### config.mk
export PLATFORM = sky130hd
export DESIGN_NAME = l2_adder_sched_flat
export DESIGN_NICKNAME = d
export VERILOG_FILES = /design/src/rtl/l2_adder_sched_if.sv /design/src/rtl/l2_adder_sched.sv /design/src/flat_wrapper.sv
export SDC_FILE = /design/constraint.sdc
export NUM_CORES = 1
export LEC_CHECK = 0
export ABC_AREA = 1
export ABC_CLOCK_PERIOD_IN_PS = 2450
export BUFFER_PORTS_ARGS = -buffer_cell sky130_fd_sc_hd__clkbuf_2
export CAP_MARGIN = 20
export CORE_ASPECT_RATIO = 0.9
export CORE_MARGIN = 3
export CORE_UTILIZATION = 52
export CTS_CLUSTER_SIZE = 24
export DETAILED_ROUTE_END_ITERATION = 12
export PLACE_DENSITY_LB_ADDON = 0.08
export SLEW_MARGIN = 20
export SYNTH_ARGS = -nofsm -noshare
export SYNTH_HDL_FRONTEND = slang
export SYNTH_SLANG_ARGS = --single-unit
### constraint.sdc
create_clock -name clk -period 2.45 [get_ports clk]
set_input_delay 0.1225 -clock clk [delete_from_list [all_inputs] [get_ports clk]]
set_output_delay 0.1225 -clock clk [all_outputs]
set_load 0.01 [all_outputs]
### src/rtl/l2_adder_sched_if.sv
// l2_adder_sched_if
// Bundles every signal of the adder scheduler apart from clock and reset:
// the two requester handshakes, the shared response bus, and the
// connection to the Lab2 ASCII adder/subtractor.
//   slave  : scheduler side (takes requests and adder results, drives
//            acks, dones, response and adder controls)
//   master : environment side (requesters plus the adder)
interface l2_adder_sched_if;
    logic       req0_valid;
    logic       req0_sub;
    logic [7:0] req0_r1;
    logic [7:0] req0_r2;
    logic       req0_ack;
    logic       req0_done;

    logic       req1_valid;
    logic       req1_sub;
    logic [7:0] req1_r1;
    logic [7:0] req1_r2;
    logic       req1_ack;
    logic       req1_done;

    logic [7:0] rsp_data;
    logic       rsp_err;

    logic       adder_start;
    logic       adder_subtract;
    logic [7:0] adder_r1;
    logic [7:0] adder_r2;
    logic [7:0] adder_data;
    logic       adder_rdy;

    logic       busy;

    modport slave (
        input  req0_valid, req0_sub, req0_r1, req0_r2,
        input  req1_valid, req1_sub, req1_r1, req1_r2,
        input  adder_data, adder_rdy,
        output req0_ack, req0_done, req1_ack, req1_done,
        output rsp_data, rsp_err,
        output adder_start, adder_subtract, adder_r1, adder_r2,
        output busy
    );

    modport master (
        output req0_valid, req0_sub, req0_r1, req0_r2,
        output req1_valid, req1_sub, req1_r1, req1_r2,
        output adder_data, adder_rdy,
        input  req0_ack, req0_done, req1_ack, req1_done,
        input  rsp_data, rsp_err,
        input  adder_start, adder_subtract, adder_r1, adder_r2,
        input  busy
    );
endinterface

### src/rtl/l2_adder_sched.sv
// l2_adder_sched
// Round-robin scheduler sharing one Lab2 ASCII adder/subtractor between two
// requesters. Latches the granted operation, starts the adder, waits for
// its ready pulse (or a watchdog timeout) and returns the result to the
// granted requester. All outputs are registered.
// Ports:
//   clk      : clock, all state on the rising edge
//   Gl_rst_n : asynchronous active-low reset
//   bus      : l2_adder_sched_if.slave (requester handshakes, response,
//              adder controls/results, busy)
//
// state   | meaning
// --------+---------------------------------------------------------------
// S_IDLE  | no operation in flight; arbitrate and grant
// S_ISSUE | adder_start and ack of the granted requester high; clear watchdog
// S_WAIT  | operands held; wait for adder_rdy or watchdog timeout
// S_DONE  | done pulse of the granted requester; response stable
module l2_adder_sched #(
    parameter int TIMEOUT = 15,
    parameter int CNT_W   = 4
) (
    input  logic              clk,
    input  logic              Gl_rst_n,
    l2_adder_sched_if.slave   bus
);

    typedef enum logic [1:0] {
        S_IDLE  = 2'd0,
        S_ISSUE = 2'd1,
        S_WAIT  = 2'd2,
        S_DONE  = 2'd3
    } state_t;

    localparam logic [CNT_W-1:0] WD_LIMIT = CNT_W'(TIMEOUT);
    localparam logic [CNT_W-1:0] WD_ONE   = CNT_W'(1);
    localparam logic [7:0]       ERR_CHAR = 8'h3F;

    state_t           state_q, state_d;
    logic [CNT_W-1:0] wd_q, wd_d;
    logic             last_q, last_d;
    logic             gnt_q, gnt_d;
    logic             start_q, start_d;
    logic             sub_q, sub_d;
    logic [7:0]       r1_q, r1_d;
    logic [7:0]       r2_q, r2_d;
    logic             ack0_q, ack0_d;
    logic             ack1_q, ack1_d;
    logic             done0_q, done0_d;
    logic             done1_q, done1_d;
    logic [7:0]       rsp_q, rsp_d;
    logic             err_q, err_d;
    logic             busy_q, busy_d;
    logic             gnt_sel;
    logic             finish;

    always_ff @(posedge clk or negedge Gl_rst_n) begin
        if (!Gl_rst_n) begin
            state_q <= S_IDLE;
            wd_q    <= '0;
            last_q  <= 1'b1;   // requester 0 wins the first contention
            gnt_q   <= 1'b0;
            start_q <= 1'b0;
            sub_q   <= 1'b0;
            r1_q    <= 8'h00;
            r2_q    <= 8'h00;
            ack0_q  <= 1'b0;
            ack1_q  <= 1'b0;
            done0_q <= 1'b0;
            done1_q <= 1'b0;
            rsp_q   <= 8'h00;
            err_q   <= 1'b0;
            busy_q  <= 1'b0;
        end else begin
            state_q <= state_d;
            wd_q    <= wd_d;
            last_q  <= last_d;
            gnt_q   <= gnt_d;
            start_q <= start_d;
            sub_q   <= sub_d;
            r1_q    <= r1_d;
            r2_q    <= r2_d;
            ack0_q  <= ack0_d;
            ack1_q  <= ack1_d;
            done0_q <= done0_d;
            done1_q <= done1_d;
            rsp_q   <= rsp_d;
            err_q   <= err_d;
            busy_q  <= busy_d;
        end
    end

    // Outputs are computed one cycle ahead so that they are registered and
    // line up with the state they belong to.
    always_comb begin
        state_d = state_q;
        wd_d    = wd_q;
        last_d  = last_q;
        gnt_d   = gnt_q;
        start_d = 1'b0;
        sub_d   = sub_q;
        r1_d    = r1_q;
        r2_d    = r2_q;
        ack0_d  = 1'b0;
        ack1_d  = 1'b0;
        done0_d = 1'b0;
        done1_d = 1'b0;
        rsp_d   = rsp_q;
        err_d   = err_q;
        busy_d  = busy_q;
        gnt_sel = 1'b0;
        finish  = 1'b0;

        case (state_q)
            S_IDLE: begin
                busy_d = 1'b0;
                if (bus.req0_valid || bus.req1_valid) begin
                    // Under contention alternate away from the last grant.
                    if (bus.req0_valid && bus.req1_valid) gnt_sel = ~last_q;
                    else                                  gnt_sel = bus.req1_valid;
                    gnt_d   = gnt_sel;
                    last_d  = gnt_sel;
                    sub_d   = gnt_sel ? bus.req1_sub : bus.req0_sub;
                    r1_d    = gnt_sel ? bus.req1_r1  : bus.req0_r1;
                    r2_d    = gnt_sel ? bus.req1_r2  : bus.req0_r2;
                    start_d = 1'b1;
                    ack0_d  = ~gnt_sel;
                    ack1_d  = gnt_sel;
                    busy_d  = 1'b1;
                    state_d = S_ISSUE;
                end
            end
            S_ISSUE: begin
                wd_d    = '0;
                state_d = S_WAIT;
            end
            S_WAIT: begin
                // A ready pulse in the timeout cycle still counts as success.
                if (bus.adder_rdy) begin
                    rsp_d  = bus.adder_data;
                    err_d  = 1'b0;
                    finish = 1'b1;
                end else if (wd_q == WD_LIMIT) begin
                    rsp_d  = ERR_CHAR;
                    err_d  = 1'b1;
                    finish = 1'b1;
                end else begin
                    wd_d = wd_q + WD_ONE;
                end
                if (finish) begin
                    done0_d = ~gnt_q;
                    done1_d = gnt_q;
                    sub_d   = 1'b0;
                    r1_d    = 8'h00;
                    r2_d    = 8'h00;
                    state_d = S_DONE;
                end
            end
            S_DONE: begin
                busy_d  = 1'b0;
                state_d = S_IDLE;
            end
            default: begin
                state_d = S_IDLE;
            end
        endcase
    end

    assign bus.req0_ack       = ack0_q;
    assign bus.req1_ack       = ack1_q;
    assign bus.req0_done      = done0_q;
    assign bus.req1_done      = done1_q;
    assign bus.rsp_data       = rsp_q;
    assign bus.rsp_err        = err_q;
    assign bus.adder_start    = start_q;
    assign bus.adder_subtract = sub_q;
    assign bus.adder_r1       = r1_q;
    assign bus.adder_r2       = r2_q;
    assign bus.busy           = busy_q;

endmodule
### src/flat_wrapper.sv
// flat-port wrapper written by rule: the top's interface ports become plain ports
module l2_adder_sched_flat 
#(
    parameter int TIMEOUT = 15,
    parameter int CNT_W   = 4
)
  (clk, Gl_rst_n, bus_req0_valid, bus_req0_sub, bus_req0_r1, bus_req0_r2, bus_req1_valid, bus_req1_sub, bus_req1_r1, bus_req1_r2, bus_adder_data, bus_adder_rdy, bus_req0_ack, bus_req0_done, bus_req1_ack, bus_req1_done, bus_rsp_data, bus_rsp_err, bus_adder_start, bus_adder_subtract, bus_adder_r1, bus_adder_r2, bus_busy);
  l2_adder_sched_if bus_i ();
  input  logic clk;
  input  logic Gl_rst_n;
  input wire logic [$bits(bus_i.req0_valid)-1:0] bus_req0_valid;
  input wire logic [$bits(bus_i.req0_sub)-1:0] bus_req0_sub;
  input wire logic [$bits(bus_i.req0_r1)-1:0] bus_req0_r1;
  input wire logic [$bits(bus_i.req0_r2)-1:0] bus_req0_r2;
  input wire logic [$bits(bus_i.req1_valid)-1:0] bus_req1_valid;
  input wire logic [$bits(bus_i.req1_sub)-1:0] bus_req1_sub;
  input wire logic [$bits(bus_i.req1_r1)-1:0] bus_req1_r1;
  input wire logic [$bits(bus_i.req1_r2)-1:0] bus_req1_r2;
  input wire logic [$bits(bus_i.adder_data)-1:0] bus_adder_data;
  input wire logic [$bits(bus_i.adder_rdy)-1:0] bus_adder_rdy;
  output wire logic [$bits(bus_i.req0_ack)-1:0] bus_req0_ack;
  output wire logic [$bits(bus_i.req0_done)-1:0] bus_req0_done;
  output wire logic [$bits(bus_i.req1_ack)-1:0] bus_req1_ack;
  output wire logic [$bits(bus_i.req1_done)-1:0] bus_req1_done;
  output wire logic [$bits(bus_i.rsp_data)-1:0] bus_rsp_data;
  output wire logic [$bits(bus_i.rsp_err)-1:0] bus_rsp_err;
  output wire logic [$bits(bus_i.adder_start)-1:0] bus_adder_start;
  output wire logic [$bits(bus_i.adder_subtract)-1:0] bus_adder_subtract;
  output wire logic [$bits(bus_i.adder_r1)-1:0] bus_adder_r1;
  output wire logic [$bits(bus_i.adder_r2)-1:0] bus_adder_r2;
  output wire logic [$bits(bus_i.busy)-1:0] bus_busy;
  assign bus_i.req0_valid = bus_req0_valid;
  assign bus_i.req0_sub = bus_req0_sub;
  assign bus_i.req0_r1 = bus_req0_r1;
  assign bus_i.req0_r2 = bus_req0_r2;
  assign bus_i.req1_valid = bus_req1_valid;
  assign bus_i.req1_sub = bus_req1_sub;
  assign bus_i.req1_r1 = bus_req1_r1;
  assign bus_i.req1_r2 = bus_req1_r2;
  assign bus_i.adder_data = bus_adder_data;
  assign bus_i.adder_rdy = bus_adder_rdy;
  assign bus_req0_ack = bus_i.req0_ack;
  assign bus_req0_done = bus_i.req0_done;
  assign bus_req1_ack = bus_i.req1_ack;
  assign bus_req1_done = bus_i.req1_done;
  assign bus_rsp_data = bus_i.rsp_data;
  assign bus_rsp_err = bus_i.rsp_err;
  assign bus_adder_start = bus_i.adder_start;
  assign bus_adder_subtract = bus_i.adder_subtract;
  assign bus_adder_r1 = bus_i.adder_r1;
  assign bus_adder_r2 = bus_i.adder_r2;
  assign bus_busy = bus_i.busy;
  l2_adder_sched #(.TIMEOUT(TIMEOUT), .CNT_W(CNT_W)) u_core (.clk(clk), .Gl_rst_n(Gl_rst_n), .bus(bus_i));
endmodule
# Word level (Yosys, flattened, before mapping)
# Index checks and enable logic that the tools add are counted.
# op_classes
add_sub_neg	1
n_eq_ne	8
mux	38
n_bitwise	3
reduce_logical	12
# op_table
cell	n
$mux W8	7
$pmux W8 S2	2
$mux W1	21
$mux W4	2
$pmux W2 S4	1
$pmux W4 S2	1
$reduce_bool A2 Y1	4
$reduce_and A2 Y1	3
$reduce_and A3 Y1	2
$add A4 B1 Y4 const B	1
$eq A2 B2 Y1 const B	2
$eq A4 B4 Y1 const B	1
$mux W2	2
$ne A2 B1 Y1 const B	2
$ne A2 B2 Y1 const B	2
$pmux W1 S2	2
$not A1 Y1	3
$eq A2 B1 Y1 const B	1
$logic_not A2 Y1	1
$logic_and A1 B1 Y1	1
$logic_or A1 B1 Y1	1
# totals
reg_bits	40
inputBits	47
output_inout_bits	32
wordCells	77

# Logic depth before layout (Yosys ltp)
# logic_depth
depth_word	7
ltp_mapped	8
mapped_depth_nobuf	7

# Worst setup path after synthesis
# No wires, ideal clock.
# synth_path
path_type	flip-flop to flip-flop
from	register u_core.state_q[0]
to	register u_core.r1_q[5] (netlist: u_core.bus.adder_r1[5])
t_arrival_ns	1.349
t_required_ns	2.376
setup_slack_ns	1.027
stages_incl_launch_ff	8
synth_period_minus_slack_ns	1.423
path_cell_list	dfrtp_1 > inv_1 > ha_1 > inv_1 > buf_4 > buf_2 > nand3_1 > o21ai_2
# synth_between
elab_chain_len	3
elab_cells_between_ends	7
classes_between	3 x eq/ne; 1 x mux; 3 x reduce/logical
# synth_lines
item	line	rtl
from (decl)	l2_adder_sched.sv:38	state_t state_q, state_d;
from (signal assigned)	l2_adder_sched.sv:74	state_q <= state_d;
$eq A2 B2 Y1 / $logic_not A2 Y1 (equally long branches)	l2_adder_sched.sv:113	case (state_q)
$ne A2 B1 Y1 (no line) / $reduce_bool A2 Y1 (equally long branches)	n/a	
$reduce_and A3 Y1 (no line)	n/a	
to (signal assigned)	l2_adder_sched.sv:80	r1_q <= r1_d;
to (decl)	l2_adder_sched.sv:44	logic [7:0] r1_q, r1_d;
# Several ways; a longest one is shown, not always the timed one.
# A chain may end at the register's enable or synchronous reset.

# Worst setup path after layout
# layout_path
from	register u_core.state_q[0]
to	register u_core.r2_q[0] (netlist: u_core.bus.adder_r2[0])
# layout_between
elab_chain_len	3
elab_cells_between_ends	7
classes_between	3 x eq/ne; 1 x mux; 3 x reduce/logical
# layout_lines
item	line	rtl
$eq A2 B2 Y1 / $logic_not A2 Y1 (equally long branches)	l2_adder_sched.sv:113	
$ne A2 B1 Y1 (no line) / $reduce_bool A2 Y1 (equally long branches)	n/a	
$reduce_and A3 Y1 (no line)	n/a	
to (signal assigned)	l2_adder_sched.sv:81	r2_q <= r2_d;
to (decl)	l2_adder_sched.sv:45	logic [7:0] r2_q, r2_d;
# Several ways; a longest one is shown, not always the timed one.

==> flow_summary.json <==
{
  "groute.usage.overall_pct": 19.2,
  "yosysSeqAreaShare_pct": 48.1,
  "violations": "negative hold slack",
  "coreArea_um2": 3780,
  "final_nets": 361,
  "holdWs_ns": -0.0365,
  "fmax_mhz": 564,
  "cp.arrival_ns": 1.95,
  "rrSetupSlack_ns": 0.68,
  "antenna_found_initial": 0,
  "timing.final.crit_share_pct": 72.4,
  "slew-limit-headroom_pct": 36.2,
  "reg2reg_to": "u_core.bus.adder_r2[0]",
  "cp_max_fo": 35,
  "grt_overflow_total": 0,
  "num_antenna_cells": 0,
  "synth_warnings": 0,
  "htree_levels": 2,
  "hpwl_um": 3100,
  "cts.sinks": 40,
  "period_needed_ns": 1.77,
  "syn_area_um2": 2080,
  "cp_slowest_stage_delay_ns": 0.41,
  "ant_nets": 0,
  "worstMarginPinSlew_ns": 0.957,
  "rr_startpoint": "u_core.state_q[0]",
  "min-delay-path-class": "in -> async",
  "vdd_drop_max_mv": 0.770,
  "clkTransAtPathRegs_ns": 0.08,
  "routed_wl_um": 4340,
  "hold_violations": 39,
  "fin_setup_tns_ns": 0,
  "synth_flop_cell": "dfrtp_1",
  "syn-num-nets": 284,
  "status": "finished with violations",
  "path_delay_family": "simple AND/OR/NAND/NOR gates",
  "postCtsHoldBufs": 0,
  "drive_gt1_share_pct": 37.4,
  "routedWlPerCell_um": 12.2,
  "cp.required_ns": 2.62,
  "fp.dieArea_um2": 4800,
  "dr.pass1.iters": 5,
  "fp.dieH_um": 66.0,
  "highest_layer": "met4",
  "worstSetupPathType": "reg -> reg",
  "drv_slew": 0,
  "syn2layout_area_growth_pct": 26.1,
  "drt-met1-wl_um": 1940,
  "gp_congestion": 0.804,
  "async_flop_share_pct": 100,
  "synthCells": 232,
  "finalSetupViolCount": 0,
  "endpoint_kind": "flip-flop",
  "p_per_area_nw_per_um2": 1270,
  "worst-r2r-cell-count": 7,
  "first_global_vias": 1587,
  "cts_resized": 0,
  "worst_clock_skew_ns": 0.00271,
  "vias": 1768,
  "cts_root_buffer": "clkbuf_8",
  "ios": 79,
  "route.met3.wl_um": 384,
  "drt_iter0_drc": 85,
  "grt_max_degree": 41,
  "start_util_pct": 55.0,
  "via_per_inst": 4.97,
  "cts_made_buffers": 5,
  "dr_wl_met2_um": 1970,
  "p_leak_uw": 0.00143,
  "fp.dieW_um": 72.7,
  "ys_ff_latch": 40,
  "clockBufferDepth": 2,
  "rsz0062_at_grt": "false",
  "cts_tree": "done",
  "worst-path-buf-inv": 2,
  "synth_edf_count": 0,
  "post-cts-setup-buffers": 0,
  "clk_latency_ns": 0.29,
  "drv_cap": 0,
  "rows": 21,
  "portBuffers": 78,
  "grt_pass1_wl_um": 7200,
  "cpMaxStageDelayCell": "dfrtp_1",
  "postSynthAreaPerCell_um2": 8.97,
  "cp-start-kind": "flip-flop",
  "total_power_uw": 3330,
  "drc_errors": 0,
  "yosys.cell_types.count": 22,
  "path_cells": "inv_1, ha_1, inv_1, nand2_1, nand3_4, nand2_1, o21ai_2"
}
-- report_power, final --
part	internal, uW	switching [uW]
Clock	509	232
Combinational	548	918
Sequential	956	162
Total	2010	1310
-- kinds of logic (layout without fill, tap and decap cells) --
logic type	after synthesis	after routing	synth area share, %
AND/OR/NAND/NOR	122	122	29.6
AO/OA/AOI/OAI	26	26	9.98
buffers and inverters	37	115	8.47
adder cells (fa/ha/maj)	5	5	3.00
XOR/XNOR	2	2	0.841
flip-flops	40	40	48.1
-- how the worst max path moves through the flow --
stage	from	endpoint	slack, ns	cells past startpoint
final	u_core.state_q[0]	u_core.bus.adder_r2[0]	0.68	7
after global routing	u_core.state_q[0]	u_core.bus.adder_r2[2]	0.51	7
after CTS	u_core.state_q[0]	u_core.bus.adder_r2[0]	0.66	7
after detailed placement	u_core.state_q[0]	u_core.bus.adder_r2[4]	0.70	7
after global placement	u_core.state_q[0]	u_core.bus.adder_r2[4]	0.75	7
after floorplan	u_core.state_q[0]	u_core.bus.adder_r1[5]	1.03	7
-- flip-flops by register name, indices dropped and copies added (netlist names) --
register                   count
u_core.bus.req1_ack            1
u_core.bus.rsp_data            8
u_core.gnt_q                   1
u_core.bus.adder_r2            8
u_core.bus.req0_done           1
u_core.bus.adder_subtract      1
u_core.state_q                 2
u_core.bus.adder_start         1
u_core.bus.req0_ack            1
u_core.last_q                  1
u_core.bus.busy                1
u_core.wd_q                    4
u_core.bus.adder_r1            8
u_core.bus.req1_done           1
u_core.bus.rsp_err             1
-- cell usage after synthesis, types with 5 or more instances --
cell,n,area (um2)
nand2_1,48,180
dfrtp_1,39,976
inv_1,28,105
nor2_1,24,90.1
nand3_1,22,110
nand3b_1,17,128
o21ai_2,17,149
o21ai_0,7,35.0
ha_1,5,62.6
nand2_2,5,31.3
-- cells in the final DEF (no fill, tap or decap) --
master	count
a21oi_4	1
and2_1	1
buf_4	1
bufinv_16	3
clkbuf_2	78
clkbuf_8	5
dfrtp_1	39
dfstp_2	1
ha_1	5
inv_1	28
nand2_1	48
nand2_2	5
nand3_1	22
nand3_4	3
nand3b_1	17
nor2_1	24
nor2_2	1
nor2_4	1
o21ai_0	7
o21ai_2	17
o31ai_1	1
xnor2_1	1
xor2_1	1
-- through the flow --
stage | setup WS (ns) | std cells | hold WS, ns | util (%) | area [um2]
finish | 0.676 | 356 | -0.0365 | 69.4 | 2630
global route | 0.514 | 356 | 0.0335 | 69.4 | 2630
CTS | 0.663 | 356 | 0.00474 | 69.4 | 2630
detailed placement | 0.695 | 348 | 0.325 | 65.2 | 2470
global placement | 0.748 | 348 | 0.321 | 65.2 | 2470
floorplan | 1.03 | 232 | -0.173 | - | 2080
-- cell type report --
| cell class | count | area (um2) |
|---|---|---|
| clock inverter | 3 | 90.1 |
| tap | 46 | 57.6 |
| multi-input combinational | 155 | 903 |
| inverter | 28 | 105 |
| sequential | 40 | 1000 |
| clock buffer | 5 | 68.8 |
| timing repair buffer | 79 | 398 |
| fill | 325 | 1160 |
-- metal layers --
metal | track usage [%] | vias to the layer above
met1 | 26.5 | 798
met5 | 0 | -
li1 | - | 887
met3 | 5.93 | 4
met4 | 4.61 | 0
met2 | 29.5 | 79
Note: power is estimated with default switching activity, not from simulation.
